`src/rtl/syn_gpu_mulbry_arb.sv`:
```
// Two-requester arbiter (CORE, AA) sharing the mul/div/rand units, one operation in flight.
// Optional WAIT watchdog enabled by defining SYN_GPU_MULBRY_ARB_TIMEOUT_EN.
module syn_gpu_mulbry_arb #(
  parameter int DATA_W      = 16,
  parameter int RES_W       = 2*DATA_W,
  parameter int TIMEOUT_CYC = 64
) (
  input  logic               clk_ir,
  input  logic               rst_ir,
  input  logic               core_req_i,
  input  logic [1:0]         core_op_i,
  input  logic [DATA_W-1:0]  core_a_i,
  input  logic [DATA_W-1:0]  core_b_i,
  output logic               core_gnt_o,
  output logic               core_res_vld_o,
  output logic [RES_W-1:0]   core_res_o,
  input  logic               aa_req_i,
  input  logic [1:0]         aa_op_i,
  input  logic [DATA_W-1:0]  aa_a_i,
  input  logic [DATA_W-1:0]  aa_b_i,
  output logic               aa_gnt_o,
  output logic               aa_res_vld_o,
  output logic [RES_W-1:0]   aa_res_o,
  output logic [2:0]         unit_start_o,
  output logic [DATA_W-1:0]  unit_a_o,
  output logic [DATA_W-1:0]  unit_b_o,
  input  logic [2:0]         unit_done_i,
  input  logic [3*RES_W-1:0] unit_res_i,
  output logic               busy_o,
  output logic               err_o
);

  if (TIMEOUT_CYC < 1 || RES_W < 2*DATA_W) begin : g_bad_cfg
    $error("syn_gpu_mulbry_arb: illegal parameter combination");
  end

  typedef enum logic [1:0] {S_IDLE, S_ISSUE, S_WAIT, S_RESP} state_t;

  localparam logic OWN_CORE = 1'b0;
  localparam logic OWN_AA   = 1'b1;
  localparam logic [1:0] OP_RSV = 2'b11;

  state_t             state_q, state_d;
  logic               owner_q, owner_d;
  logic               last_gnt_q, last_gnt_d;
  logic [1:0]         op_q, op_d;
  logic [DATA_W-1:0]  ua_q, ua_d, ub_q, ub_d;
  logic [2:0]         start_q, start_d;
  logic               core_gnt_q, core_gnt_d, aa_gnt_q, aa_gnt_d;
  logic               core_vld_q, core_vld_d, aa_vld_q, aa_vld_d;
  logic [RES_W-1:0]   core_res_q, core_res_d, aa_res_q, aa_res_d;
  logic               busy_q, busy_d;
  logic               err_q, err_d;

`ifdef SYN_GPU_MULBRY_ARB_TIMEOUT_EN
  localparam int CNT_W = $clog2(TIMEOUT_CYC + 1);
  logic [CNT_W-1:0]   cnt_q, cnt_d;
`endif

  function automatic logic [2:0] onehot(input logic [1:0] op);
    case (op)
      2'b00:   onehot = 3'b001;
      2'b01:   onehot = 3'b010;
      2'b10:   onehot = 3'b100;
      default: onehot = 3'b000;
    endcase
  endfunction

  logic             pick_aa;
  logic [1:0]       pick_op;
  logic             sel_done;
  logic [RES_W-1:0] sel_res;

  // Tie goes to whoever was not served last; a lone requester always wins.
  assign pick_aa  = aa_req_i && (!core_req_i || (last_gnt_q == OWN_CORE));
  assign pick_op  = pick_aa ? aa_op_i : core_op_i;
  assign sel_done = |(unit_done_i & onehot(op_q));

  always_comb begin
    sel_res = '0;
    case (op_q)
      2'b00:   sel_res = unit_res_i[0*RES_W +: RES_W];
      2'b01:   sel_res = unit_res_i[1*RES_W +: RES_W];
      2'b10:   sel_res = unit_res_i[2*RES_W +: RES_W];
      default: sel_res = '0;
    endcase
  end

  // Result delivery shared by every path into RESP.
  task automatic deliver(input logic [RES_W-1:0] r);
    state_d = S_RESP;
    ua_d    = '0;
    ub_d    = '0;
    if (owner_q == OWN_AA) begin
      aa_vld_d = 1'b1;
      aa_res_d = r;
    end else begin
      core_vld_d = 1'b1;
      core_res_d = r;
    end
  endtask

  always_comb begin
    state_d    = state_q;
    owner_d    = owner_q;
    last_gnt_d = last_gnt_q;
    op_d       = op_q;
    ua_d       = ua_q;
    ub_d       = ub_q;
    start_d    = 3'b000;
    core_gnt_d = 1'b0;
    aa_gnt_d   = 1'b0;
    core_vld_d = 1'b0;
    aa_vld_d   = 1'b0;
    core_res_d = core_res_q;
    aa_res_d   = aa_res_q;
    busy_d     = busy_q;
    err_d      = 1'b0;
`ifdef SYN_GPU_MULBRY_ARB_TIMEOUT_EN
    cnt_d      = cnt_q;
`endif
    case (state_q)
      S_IDLE: begin
        if (core_req_i || aa_req_i) begin
          state_d    = S_ISSUE;
          owner_d    = pick_aa ? OWN_AA : OWN_CORE;
          op_d       = pick_op;
          ua_d       = pick_aa ? aa_a_i : core_a_i;
          ub_d       = pick_aa ? aa_b_i : core_b_i;
          start_d    = onehot(pick_op);
          core_gnt_d = !pick_aa;
          aa_gnt_d   = pick_aa;
          busy_d     = 1'b1;
          err_d      = (pick_op == OP_RSV);
        end
      end
      S_ISSUE: begin
        if (op_q == OP_RSV) begin
          deliver('0);
        end else begin
          state_d = S_WAIT;
`ifdef SYN_GPU_MULBRY_ARB_TIMEOUT_EN
          cnt_d   = '0;
`endif
        end
      end
      S_WAIT: begin
        if (sel_done) begin
          deliver(sel_res);
`ifdef SYN_GPU_MULBRY_ARB_TIMEOUT_EN
        end else if (cnt_q == CNT_W'(TIMEOUT_CYC - 1)) begin
          deliver('0);
          err_d = 1'b1;
        end else begin
          cnt_d = cnt_q + 1'b1;
`endif
        end
      end
      S_RESP: begin
        state_d    = S_IDLE;
        last_gnt_d = owner_q;
        busy_d     = 1'b0;
      end
      default: state_d = S_IDLE;
    endcase
  end

  always_ff @(posedge clk_ir or posedge rst_ir) begin
    if (rst_ir) begin
      state_q    <= S_IDLE;
      owner_q    <= OWN_CORE;
      last_gnt_q <= OWN_AA;
      op_q       <= '0;
      ua_q       <= '0;
      ub_q       <= '0;
      start_q    <= '0;
      core_gnt_q <= 1'b0;
      aa_gnt_q   <= 1'b0;
      core_vld_q <= 1'b0;
      aa_vld_q   <= 1'b0;
      core_res_q <= '0;
      aa_res_q   <= '0;
      busy_q     <= 1'b0;
      err_q      <= 1'b0;
`ifdef SYN_GPU_MULBRY_ARB_TIMEOUT_EN
      cnt_q      <= '0;
`endif
    end else begin
      state_q    <= state_d;
      owner_q    <= owner_d;
      last_gnt_q <= last_gnt_d;
      op_q       <= op_d;
      ua_q       <= ua_d;
      ub_q       <= ub_d;
      start_q    <= start_d;
      core_gnt_q <= core_gnt_d;
      aa_gnt_q   <= aa_gnt_d;
      core_vld_q <= core_vld_d;
      aa_vld_q   <= aa_vld_d;
      core_res_q <= core_res_d;
      aa_res_q   <= aa_res_d;
      busy_q     <= busy_d;
      err_q      <= err_d;
`ifdef SYN_GPU_MULBRY_ARB_TIMEOUT_EN
      cnt_q      <= cnt_d;
`endif
    end
  end

  assign core_gnt_o     = core_gnt_q;
  assign aa_gnt_o       = aa_gnt_q;
  assign core_res_vld_o = core_vld_q;
  assign aa_res_vld_o   = aa_vld_q;
  assign core_res_o     = core_res_q;
  assign aa_res_o       = aa_res_q;
  assign unit_start_o   = start_q;
  assign unit_a_o       = ua_q;
  assign unit_b_o       = ub_q;
  assign busy_o         = busy_q;
  assign err_o          = err_q;

endmodule
```
`config.mk`:
```
export PLATFORM = sky130hd
export DESIGN_NAME = syn_gpu_mulbry_arb
export DESIGN_NICKNAME = d
export VERILOG_FILES = /design/src/rtl/syn_gpu_mulbry_arb.sv
export SDC_FILE = /design/constraint.sdc
export NUM_CORES = 1
export LEC_CHECK = 0
export CAP_MARGIN = 10
export CORE_MARGIN = 2
export CORE_UTILIZATION = 30
export CTS_CLUSTER_SIZE = 28
export DETAILED_ROUTE_END_ITERATION = 8
export PLACE_DENSITY = 0.73
export SYNTH_ARGS = -nofsm -noshare
export SYNTH_HDL_FRONTEND = slang
export SYNTH_SLANG_ARGS = --single-unit
```
`constraint.sdc`:
```
create_clock -name clk_ir -period 5.5 [get_ports clk_ir]
set_input_delay 0.55 -clock clk_ir [delete_from_list [all_inputs] [get_ports clk_ir]]
set_output_delay 0.55 -clock clk_ir [all_outputs]
set_load 0.03 [all_outputs]
```
==> implementation parameters <==
Parameter                              Value

Pwr
  Switching power of the nets ... about 2.3 mW
  Power per cell area ... 577.3 nW/um^2
  Internal portion of total power ... 2.939 mW
  Power share of the clock group ... 0.141
  Sw frac ... 0.4392
  Peak supply drop ... 0.3444 mV
  Flop pwr share ... 0.277
  Comb pwr share ... 0.582
  Leakage power figure ... roughly 3.9 nW

Timing
  Final worst-path cycle share ... 0.5203
  Final Hold Viols ... 0
  Headroom to the max-slew limit ... 0.2252
  Setup violation total in the final timing report ... 0
  Final max-slew violation count ... 0
  Max frequency ... between 300 and 400 MHz
  Time the worst path needs with I/O delays and setup ... ~2900 ps
  Summed negative setup slack over all endpoints ... 0 ps
  RSZ-0062 raised after global routing ... false
  Final worst clock skew ... 10.11 ps
  Slew at the pin with the worst max-slew slack ... 1162 ps

Placed design
  Count of input and output buffers ... 275
  Placer Congestion ... 0.7664
  HPWL after detailed placement ... 13130 um

Synth
  Flop and latch count out of synthesis ... 111
  Warnings from Yosys ... 0
  Cell area after technology mapping ... 5804 sq um
  Syn Area/Cell ... 10.17 sq um
  Gate count of the mapped netlist ... 571
  Count of different cell masters after synthesis ... 39
  Part of the Yosys area used for sequential elements ... 0.4788
  Nets in the synthesized netlist ... 747

Clock tree
  CTS tree ... built
  Root Buffer ... sky130_fd_sc_hd__clkbuf_16
  Depth of the CTS H-tree ... 3
  TritonCTS Buffers ... 9
  Buffers inserted during post-CTS setup optimization ... 0
  Post-CTS Hold Fix Bufs ... 0
  Source-to-sink clock delay at the later pin of the worst-skew pair ... 360 ps
  Clock transition at path regs ... 80 ps
  Clock Path Buffers ... 2
  Post-cts resize count ... 0
  Total number of clock tree sinks ... 111

Global route
  Initial antenna violation count ... 0
  Total Routing Usage GR ... 0.1719
  Number of global-route vias before repair ... ~5200
  Wire length of the first global-routing pass ... about 27000 um
  Global route overflow ... 0
  Pin count of the biggest net entering global routing ... 65

Critical path
  Worst setup EP type ... flop
  Critical path launch point type ... flop
  Required time worst endpoint ... approximately 5800 ps
  Critical-path cell list ... buf_4 -> nand3b_1 -> o21a_1 -> a21o_1 -> a22o_1
  Largest fanout on the critical path ... 32
  CP Data Arrival Time ... 3140 ps
  Delay contributed by the slowest stage of the critical path ... 920 ps
  CP Buf/Inv Count ... 1
  Slowest-stage cell, CP ... sky130_fd_sc_hd__a21o_1
  Reg2Reg Launch Point ... op_q[1]
  Top Family by Delay on Critical Path ... compound AO/OA/AOI/OAI gates
  Worst setup path category ... flop to flop
  Worst setup path startpoint ... op_q[1]

Die
  Die width ... approximately 140 um
  Site row count ... 50
  Number of top-level pins ... 276
  Area enclosed by the die boundary ... 20480 sq um
  Starting Density ... 0.3082
  Core box area ... 18830 sq um
  Die Y ... around 140 um

Layout
  Area of all sequential standard cells ... 2781 sq um
  Fillers ... around 1700
  Multi-input gate area ... between 2000 and 3000 sq um
  Share of the core filled with cells in the final layout ... 0.4821
  Area growth, synth to finish ... 56.39%
  Net count of the finished layout ... 993
  Fraction of final layout cells sized beyond drive strength 1 ... 0.08759
  Antenna diodes ... 0

Job
  Number of violations of the max-capacitance limit ... 0

Drt
  Detailed-route wire length ... 17990 um
  Antenna violation net count after detailed routing ... 0
  Post-DR wirelength/cell ... 16.62 um
  Via count ... 5286
  DR DRC count ... 0
  Post-detailed-route via-to-cell ratio ... 4.885
  Detailed-router iteration count before antenna repair ... 4
  Starting DRC count in detailed routing ... around 220

Hold path
  Classification of the worst-slack hold path ... flop to flop
  Launch point of the worst hold path ... aa_res_o[27]

Run status
  Result of the run ... completed
[metrics by stage]
stage / setup slack (ps) / hold slack [ps] / total power [mW] / cell area (sq um) / cells
5_1_grt: 2409 / 507.1 / 5.555 / 9077 / 1082
3_3_place_gp: 2700 / 472.8 / 4.490 / 8736 / 1066
4_1_cts: 2591 / 493.6 / 5.298 / 9077 / 1082
2_1_floorplan: 2021 / 488.3 / 3.430 / 5804 / 571
6_report: 2638 / 492.2 / 5.240 / 9077 / 1082
3_5_place_dp: 2620 / 473.5 / 4.541 / 8736 / 1066
[registers in the layout, indices dropped and copies added (netlist names)]
register and flops:
aa_res_o 32, core_res_o 32, unit_a_o 16, unit_b_o 16, unit_start_o 3, op_q 2
state_q 2, aa_gnt_o 1, aa_res_vld_o 1, busy_o 1, core_gnt_o 1, core_res_vld_o 1
err_o 1, last_gnt_q 1, owner_q 1
[power by group through the flow]
stage / registers (mW) / clock network [mW] / logic, mW
2_1_floorplan: 1.95 / 0 / 1.48
3_5_place_dp: 1.45 / 0 / 3.09
4_1_cts: 1.45 / 0.761 / 3.09
3_3_place_gp: 1.45 / 0 / 3.04
6_report: 1.45 / 0.740 / 3.05
5_1_grt: 1.50 / 0.792 / 3.26
[synthesized netlist by cell type (all sizes together)]
| library cell | instances | area, sq um |
|---|---|---|
| nor3b | 1 | 7.510 |
| buf | 23 | 133.9 |
| a211o | 1 | 17.52 |
| o21a | 1 | 7.510 |
| a21bo | 2 | 20.02 |
| o2bb2ai | 41 | 359.1 |
| nand2 | 94 | 352.8 |
| mux2 | 34 | 495.5 |
| nor4b | 1 | 8.760 |
| a21boi | 1 | 7.510 |
| nor2 | 12 | 45.04 |
| nand3 | 72 | 360.4 |
| dfstp | 1 | 26.28 |
| inv | 5 | 18.77 |
| ha | 5 | 62.56 |
| nor2b | 2 | 12.51 |
| o21ai | 14 | 70.06 |
| dfrtp | 110 | 2753 |
| a21oi | 39 | 195.2 |
| and3 | 1 | 6.260 |
| a22oi | 1 | 7.510 |
| or3b | 1 | 8.760 |
| o21bai | 1 | 7.510 |
| nor3 | 2 | 10.01 |
| a21o | 4 | 30.03 |
| a22o | 23 | 201.4 |
| and2 | 9 | 56.30 |
| clkbuf | 25 | 93.84 |
| or2 | 1 | 6.260 |
| nand3b | 6 | 45.04 |
| mux2i | 35 | 350.3 |
| o221ai | 1 | 15.01 |
| nand2b | 2 | 12.51 |
[worst reg2reg max path: cells and delay by family (launching register included)]
family	cells	cell delay [ps]
DFF	1	690
and+or+nand+nor	1	210
AOI/OAI and AO/OA	3	1410
buffers and inverters	1	480
[area by class of cell]
type / instances / area share
clock inverter: 5 / 0.009786
sequential: 111 / 0.3064
tap: 260 / 0.03584
timing repair buffer: 283 / 0.3099
multi-input combinational: 407 / 0.3079
clock buffer: 11 / 0.02784
inverter: 5 / 0.002343
[kinds of logic (layout without fill, tap and decap cells)]
family,after synthesis,in the layout,share of synthesized area
buffers and inverters,53,304,0.04246
AO/OA/AOI/OAI,129,129,0.1617
adder cells (fa/ha/maj),5,5,0.01078
flip-flops,111,111,0.4788
multiplexers,69,69,0.1457
AND/OR/NAND/NOR,204,204,0.1606
[path summary, 6_finish.rpt]
path                                      end  slack, ps  cells after the start
max in group asynchronous       core_res_o[5]       3650                      3
worst max-delay path              aa_res_o[8]       2640                      5
worst max register to register    aa_res_o[8]       2640                      5
worst min-delay path             aa_res_o[27]        490                      1
worst min register to register   aa_res_o[27]        490                      1
min in group asynchronous             op_q[1]        720                      2
[cell usage in the layout (no fill, tap or decap), types with 2 or more instances in the layout]
master,instances
sky130_fd_sc_hd__a21bo_2,2
sky130_fd_sc_hd__a21o_1,4
sky130_fd_sc_hd__a21oi_1,38
sky130_fd_sc_hd__a22o_1,23
sky130_fd_sc_hd__and2_1,9
sky130_fd_sc_hd__buf_4,8
sky130_fd_sc_hd__bufinv_16,2
sky130_fd_sc_hd__clkbuf_16,9
sky130_fd_sc_hd__clkbuf_8,2
sky130_fd_sc_hd__clkdlybuf4s50_1,275
sky130_fd_sc_hd__clkinv_4,2
sky130_fd_sc_hd__dfrtp_1,108
sky130_fd_sc_hd__dfrtp_2,2
sky130_fd_sc_hd__ha_1,5
sky130_fd_sc_hd__inv_1,4
sky130_fd_sc_hd__mux2_2,3
sky130_fd_sc_hd__mux2_4,30
sky130_fd_sc_hd__mux2i_1,35
sky130_fd_sc_hd__nand2_1,94
sky130_fd_sc_hd__nand2b_1,2
sky130_fd_sc_hd__nand3_1,72
sky130_fd_sc_hd__nand3b_1,6
sky130_fd_sc_hd__nor2_1,11
sky130_fd_sc_hd__nor3_1,2
sky130_fd_sc_hd__o21ai_0,13
sky130_fd_sc_hd__o2bb2ai_1,41
[per-layer routing]
metal / GRT usage / up-vias / wire length, um
li1: - / 2528 / -
met1: 0.2013 / 2495 / 7349
met2: 0.2906 / 232 / 8453
met3: 0.05801 / 31 / 1731
met4: 0.06670 / 0 / 452
met5: 0 / - / 0
(Power assumes the default switching activity.)
